<file path="config.mk">
export PLATFORM = sky130hd
export DESIGN_NAME = pipeline_run_controller
export DESIGN_NICKNAME = d
export VERILOG_FILES = /design/src/rtl/pipeline_debug_pkg.sv /design/src/rtl/pipeline_run_controller_sat_cnt.sv /design/src/rtl/pipeline_run_controller.sv
export SDC_FILE = /design/constraint.sdc
export NUM_CORES = 1
export LEC_CHECK = 0
export CORE_MARGIN = 3
export CORE_UTILIZATION = 43
export DETAILED_ROUTE_END_ITERATION = 7
export PLACE_DENSITY_LB_ADDON = 0.25
export SYNTH_ARGS = -nofsm -noshare
export SYNTH_HDL_FRONTEND = slang
export SYNTH_SLANG_ARGS = --single-unit
</file>
<file path="constraint.sdc">
create_clock -name clock -period 2.55 [get_ports clock]
set_input_delay 0.255 -clock clock [delete_from_list [all_inputs] [get_ports clock]]
set_output_delay 0.255 -clock clock [all_outputs]
set_load 0.02 [all_outputs]
</file>
<file path="src/rtl/pipeline_debug_pkg.sv">
// Shared debug-UART definitions: command bytes, run-controller state encoding
// and the default HALT instruction word.
package pipeline_debug_pkg;

  localparam logic [7:0]  CMD_RUN   = 8'h63;  // 'c'
  localparam logic [7:0]  CMD_STEP  = 8'h73;  // 's'
  localparam logic [7:0]  CMD_DUMP  = 8'h64;  // 'd'
  localparam logic [7:0]  CMD_BREAK = 8'h68;  // 'h'
  localparam logic [7:0]  CMD_BP    = 8'h62;  // 'b'

  localparam logic [31:0] HALT_WORD_DEF = 32'hFFFF_FFFF;

  typedef enum logic [2:0] {
    ST_IDLE      = 3'd0,
    ST_RUN       = 3'd1,
    ST_STEP      = 3'd2,
    ST_DRAIN     = 3'd3,
    ST_DUMP_REQ  = 3'd4,
    ST_DUMP_WAIT = 3'd5,
    ST_HALTED    = 3'd6,
    ST_BP_ARG    = 3'd7
  } run_state_e;

  function automatic logic state_enables_pipe(run_state_e s);
    return (s == ST_RUN) || (s == ST_STEP) || (s == ST_DRAIN);
  endfunction

endpackage

</file>
<file path="src/rtl/pipeline_run_controller_sat_cnt.sv">
// Saturating up-counter; holds at all-ones instead of wrapping.
module pipeline_run_controller_sat_cnt #(
  parameter int W = 32
) (
  input  logic         clock,
  input  logic         reset_n,
  input  logic         inc,
  output logic [W-1:0] count
);

  always_ff @(posedge clock or negedge reset_n) begin
    if (!reset_n)
      count <= '0;
    else if (inc && (count != {W{1'b1}}))
      count <= count + 1'b1;
  end

endmodule

</file>
<file path="src/rtl/pipeline_run_controller.sv">
// Debug-UART driven run/step/halt sequencer producing the pipeline-wide enable.
// Optional breakpoint support: define PIPELINE_CTRL_BREAKPOINT_EN.
module pipeline_run_controller
  import pipeline_debug_pkg::*;
#(
  parameter int          CNT_W        = 32,
  parameter logic [31:0] HALT_WORD    = HALT_WORD_DEF,
  parameter int          DRAIN_CYCLES = 4
) (
  input  logic             clock,
  input  logic             reset_n,
  input  logic             rx_empty,
  input  logic [7:0]       rx_data,
  output logic             rd_uart,
  input  logic [31:0]      instruction,
  input  logic [7:0]       pc,
  output logic             pipe_enable,
  output logic             dump_start,
  input  logic             dump_done,
  output logic             halted,
  output logic [CNT_W-1:0] cycle_count,
  output logic [2:0]       state_dbg
);

  localparam logic [3:0] DRAIN_INIT = 4'(DRAIN_CYCLES);

  run_state_e state, state_nxt;
  logic [3:0] drain_cnt, drain_nxt;
  logic       ret_halted, ret_nxt;  // dump return target: 0=IDLE, 1=HALTED
  logic       pop;
  logic       halt_seen;
  logic       bp_hit;

  assign halt_seen = (instruction == HALT_WORD);

`ifdef PIPELINE_CTRL_BREAKPOINT_EN
  logic       bp_valid, bp_valid_nxt;
  logic [7:0] bp_addr, bp_addr_nxt;
  logic       bp_skip, bp_skip_nxt;  // suppresses re-hit until one RUN edge has advanced

  assign bp_hit = (state == ST_RUN) && bp_valid && !bp_skip && (pc == bp_addr) && !halt_seen;

  always_ff @(posedge clock or negedge reset_n) begin
    if (!reset_n) begin
      bp_valid <= 1'b0;
      bp_addr  <= '0;
      bp_skip  <= 1'b0;
    end else begin
      bp_valid <= bp_valid_nxt;
      bp_addr  <= bp_addr_nxt;
      bp_skip  <= bp_skip_nxt;
    end
  end
`else
  logic unused_pc;
  assign unused_pc = ^pc;
  assign bp_hit    = 1'b0;
`endif

  always_ff @(posedge clock or negedge reset_n) begin
    if (!reset_n) begin
      state      <= ST_IDLE;
      drain_cnt  <= '0;
      ret_halted <= 1'b0;
    end else begin
      state      <= state_nxt;
      drain_cnt  <= drain_nxt;
      ret_halted <= ret_nxt;
    end
  end

  always_comb begin
    state_nxt = state;
    drain_nxt = drain_cnt;
    ret_nxt   = ret_halted;
    pop       = 1'b0;
`ifdef PIPELINE_CTRL_BREAKPOINT_EN
    bp_valid_nxt = bp_valid;
    bp_addr_nxt  = bp_addr;
    bp_skip_nxt  = bp_skip;
    if (bp_hit)
      bp_skip_nxt = 1'b1;
    else if (state == ST_RUN)
      bp_skip_nxt = 1'b0;
`endif
    case (state)
      ST_IDLE: begin
        if (!rx_empty) begin
          pop = 1'b1;
          case (rx_data)
            CMD_RUN:  state_nxt = ST_RUN;
            CMD_STEP: state_nxt = ST_STEP;
            CMD_DUMP: begin
              state_nxt = ST_DUMP_REQ;
              ret_nxt   = 1'b0;
            end
`ifdef PIPELINE_CTRL_BREAKPOINT_EN
            CMD_BP:   state_nxt = ST_BP_ARG;
`endif
            default:  state_nxt = ST_IDLE;
          endcase
        end
      end
      ST_RUN: begin
        // HALT at IF outranks breakpoints and queued commands; the FIFO is left alone
        if (halt_seen) begin
          drain_nxt = DRAIN_INIT;
          state_nxt = ST_DRAIN;
        end else if (bp_hit) begin
          state_nxt = ST_DUMP_REQ;
          ret_nxt   = 1'b0;
        end else if (!rx_empty) begin
          pop = 1'b1;
          if (rx_data == CMD_BREAK) begin
            state_nxt = ST_DUMP_REQ;
            ret_nxt   = 1'b0;
          end
        end
      end
      ST_STEP: begin
        state_nxt = ST_DUMP_REQ;
        ret_nxt   = 1'b0;
      end
      ST_DRAIN: begin
        drain_nxt = drain_cnt - 4'd1;
        if (drain_cnt == 4'd1) begin
          state_nxt = ST_DUMP_REQ;
          ret_nxt   = 1'b1;
        end
      end
      ST_DUMP_REQ:  state_nxt = ST_DUMP_WAIT;
      ST_DUMP_WAIT: begin
        if (dump_done)
          state_nxt = ret_halted ? ST_HALTED : ST_IDLE;
      end
      ST_HALTED: begin
        if (!rx_empty) begin
          pop = 1'b1;
          if (rx_data == CMD_DUMP) begin
            state_nxt = ST_DUMP_REQ;
            ret_nxt   = 1'b1;
          end
        end
      end
      ST_BP_ARG: begin
`ifdef PIPELINE_CTRL_BREAKPOINT_EN
        if (!rx_empty) begin
          pop          = 1'b1;
          bp_addr_nxt  = rx_data;
          bp_valid_nxt = 1'b1;
          state_nxt    = ST_IDLE;
        end
`else
        state_nxt = ST_IDLE;
`endif
      end
      default: state_nxt = ST_IDLE;
    endcase
  end

  // rd_uart is the only decode off the inputs; gated so reset forces it low too
  assign rd_uart     = pop & reset_n;
  assign pipe_enable = state_enables_pipe(state) && !bp_hit;
  assign dump_start  = (state == ST_DUMP_REQ);
  assign halted      = (state == ST_HALTED);
  assign state_dbg   = state;

  pipeline_run_controller_sat_cnt #(.W(CNT_W)) u_cycle_cnt (
    .clock   (clock),
    .reset_n (reset_n),
    .inc     (pipe_enable),
    .count   (cycle_count)
  );

endmodule

</file>
==> impl_results.md, run 1 <==
- Skew-Pair Late Insertion Delay: between 0.2 and 0.3 ns
- Vias in the first global route: around 2000
- CTS root buf: clkbuf_8
- Synth area leader: dfrtp_1
- Largest cells by area after synthesis: dfrtp_1 (45%), xnor2_1 (8.2%), nand4_1 (5.6%)
- Final worst path period need: between 2 and 2.5 ns
- Post-Syn Area: about 2200 um2
- Int Pwr: 1.40 mW
- Worst-margin pin slew: just over 0.5 ns
- Layout cells sized above 1: around 10%
- Crit path buf inv count: 3
- Area Overhead vs Synth: 48.0%
- Filler Cell Count: about 400
- DRT Pass-1 Iters: 4
- Top-area cell type share of the netlist area: between 40% and 50%
- Largest net degree at the start of global routing: approximately 40
- Netlist cell types: 46
- Clock sinks: 40
- Max Slew Vio Count: 0
- Mapped Cells: about 220
- Die width: 78.0 um
- Endpoint class of the critical path: output port
- Cell area power density: approximately 630 nW/um2
- RR Endpoint: u_cycle_cnt.count[30]
- I/O Buffers: around 80
- Post-synth ARST share: between 90% and 100%
- RD Place Congestion: 0.854
- Max Freq: ~0.43 GHz
- Wire per inst: roughly 14 um
- DR DRC count: 0
- DR iter-0 viols: 90
- Syn Area/Cell: 9.96 um2
- Sequential Power Share: a little under two fifths
- Yosys warnings: 0
- HPWL after DPL: ~4200 um
- Site Rows: 25
- I/O Pins: just over 90
- N_diodes: 0
- Critical path's top delay family: buffers and inverters
- Setup slack, reg-to-reg: 0.41 ns
- CP max stage delay: 0.46 ns
- Logic pwr share: a little under two fifths
- Critical R2R Launch: u_cycle_cnt.count[0]
- Clock Path Buffers: 2
- Critical Path, Cell by Cell: clkdlybuf4s50_1 > nand4_1 > nor4_1 > buf_4 > a21boi_0 > o311a_1 > dlygate4sd2_1
- Routed Wire Length: 5300 um
- Number of synthesized flops with an enable pin: 0
- Worst EP required: between 2 and 2.5 ns
- Stages on the worst setup path: 7
- Gr usage total: 18.2%
- Final period util: roughly nine tenths
- Switching pwr: a little under 0.7 mW
- Slew HR: 65.8%
- Syn nets: about 280
- Flops & latches, synth: 40
- Slowest CP cell: clkdlybuf4s50_1
- Ys flop type: dfrtp_1
- Core Region: ~5000 um2
- Clock power frac: roughly a quarter
- CP Launch Type: input port
- Switching share of power: between 30 and 40%
- Vias/cell: approximately 5.2
- Clock-pin slew on the worst setup and hold paths: approximately 0.080 ns
- Register area share after synthesis: 44.9%
- Antenna Nets Post-Route: 0
- Top cells by count, synth: dfrtp_1 (40), nor2_1 (23), nand3_1 (21), xnor2_1 (21), nand4_1 (20)
- Hold Slack: approximately 0.066 ns
- Setup ws final: between 0.2 and 0.25 ns
- Leakage: 1.37 nW
- Die area: 6090 um2
- Post-layout nets: around 380
- Num CTS Buffers: 5
- RSZ-0062 raised after global routing: false
- Max rail drop VDD: just under 500 uV
- Max Cap Viol: 0
- Starting Density: roughly 46%
- Place WS: -0.00904 ns
- CP max FO: 3
- Final Util: between 60% and 70%
- Crit path kind: in -> out
- Most common cell in the netlist: dfrtp_1
- Fin. Hold Viols: 0
- Outcome: finished, final reports clean
- Total number of vias: between 2000 and 2500
- Initial antenna violation count: 0
- # H-tree levels: 2
- Tightest Hold Check Type: in -> async
- CTS tree: yes
- Clock Skews: between 0.007 and 0.008 ns
- R2R cell count: 6
- Setup violators final: 0
- First-pass GRT wire length: roughly 9000 um
- Die height: between 70 and 80 um
- Global route total overflow: 0
- CP arrival: slightly above 2 ns
metal layers:
metal	share of wire, %	up-vias	GRT usage (%)
met2	48	65	30.4
li1	-	991	-
met1	44	948	23.2
met4	1.2	0	5.42
met5	0	-	0
met3	6.2	6	4.82
timing repair:
item	in CTS	in global routing
hold buffers	0	0
setup buffers	0	0
hold endpoints to repair	0	0
gates resized for setup	1	0
endpoints found under the setup margin	1	0
through the flow:
step / cell area, um2 / power [mW] / std cells / setup TNS, ns
global route: 3300 / 2.19 / 388 / 0
CTS: 3300 / 2.09 / 388 / 0
detailed placement: 3190 / 1.58 / 380 / -0.00904
global placement: 3190 / 1.57 / 380 / 0
finish: 3300 / 2.08 / 388 / 0
floorplan: 2230 / 1.23 / 224 / 0
worst reg2reg max path, cell delays in order, from the launching register on:
cell and delay [ns]:
dfrtp_1 0.43, ha_1 0.22, nand4_1 0.22, nor3_1 0.50
nand4_1 0.30, nor3_1 0.25, xnor2_1 0.14
cells by family after synthesis:
kind of cell	after synthesis	synth area share, %
AO/OA/AOI/OAI	19	7.68
XOR/XNOR	32	12.6
adder cells (fa/ha/maj)	3	1.68
buffers and inverters	13	2.36
flip-flops	40	44.9
multiplexers	5	2.80
AND/OR/NAND/NOR	112	28.0
sequential cells by signal, summed over array words and instances (netlist names):
signal / count
u_cycle_cnt.count: 32
state_dbg: 3
ret_halted: 1
drain_cnt: 4
final cells by class:
class / instances / area, um2 / share of cell area (%)
Clock inverter: 3 / 42.5 / 1.29
Inverter: 10 / 37.5 / 1.14
Tap cell: 67 / 83.8 / 2.54
Sequential cell: 40 / 1000 / 30.3
Multi-Input combinational cell: 171 / 1180 / 35.7
Clock buffer: 5 / 68.8 / 2.08
Timing Repair Buffer: 92 / 890 / 27.0
power groups by stage:
| stage | clock (mW) | combinational [mW] | sequential [mW] |
|---|---|---|---|
| 4_1_cts | 0.525 | 0.782 | 0.784 |
| 5_1_grt | 0.547 | 0.842 | 0.797 |
| 6_report | 0.514 | 0.777 | 0.784 |
| 3_5_place_dp | 0 | 0.781 | 0.797 |
| 2_1_floorplan | 0 | 0.368 | 0.858 |
| 3_3_place_gp | 0 | 0.772 | 0.796 |
worst max-delay path by stage:
| stage | from | to | slack [ns] |
|---|---|---|---|
| 5_1_grt | instruction[15] | rd_uart | 0.06 |
| 3_3_place_gp | instruction[15] | rd_uart | 0.01 |
| 4_1_cts | instruction[10] | rd_uart | 0.21 |
| 6_report | instruction[10] | rd_uart | 0.24 |
| 2_1_floorplan | state_dbg[1] | state_dbg[0] | 0.63 |
| 3_5_place_dp | instruction[10] | rd_uart | -0.009 |
layout by cell type (no fill, tap or decap), drive strengths merged, types with 2 or more instances in the layout:
master	instances
and2	2
nor2	23
nor2b	2
or4	2
mux2	4
clkbuf	5
xnor2	21
nand2	16
nand4	21
nand3b	2
xor2	11
buf	11
inv	10
nand4b	4
nor4	5
nand3	21
nand2b	2
clkdlybuf4s50	80
dfrtp	40
nor3	7
ha	3
o21ai	6
Power figures use the tool's default switching activity.
==> run 2, diff against run 1 <==
--- a/config.mk
+++ b/config.mk
@@ -9,6 +9,7 @@
 export CORE_UTILIZATION = 43
 export DETAILED_ROUTE_END_ITERATION = 7
 export PLACE_DENSITY_LB_ADDON = 0.25
+export SLEW_MARGIN = 20
 export SYNTH_ARGS = -nofsm -noshare
 export SYNTH_HDL_FRONTEND = slang
 export SYNTH_SLANG_ARGS = --single-unit
==> results of run 2 <==
Final layout, timing and power as in run 1 (identical DEF).
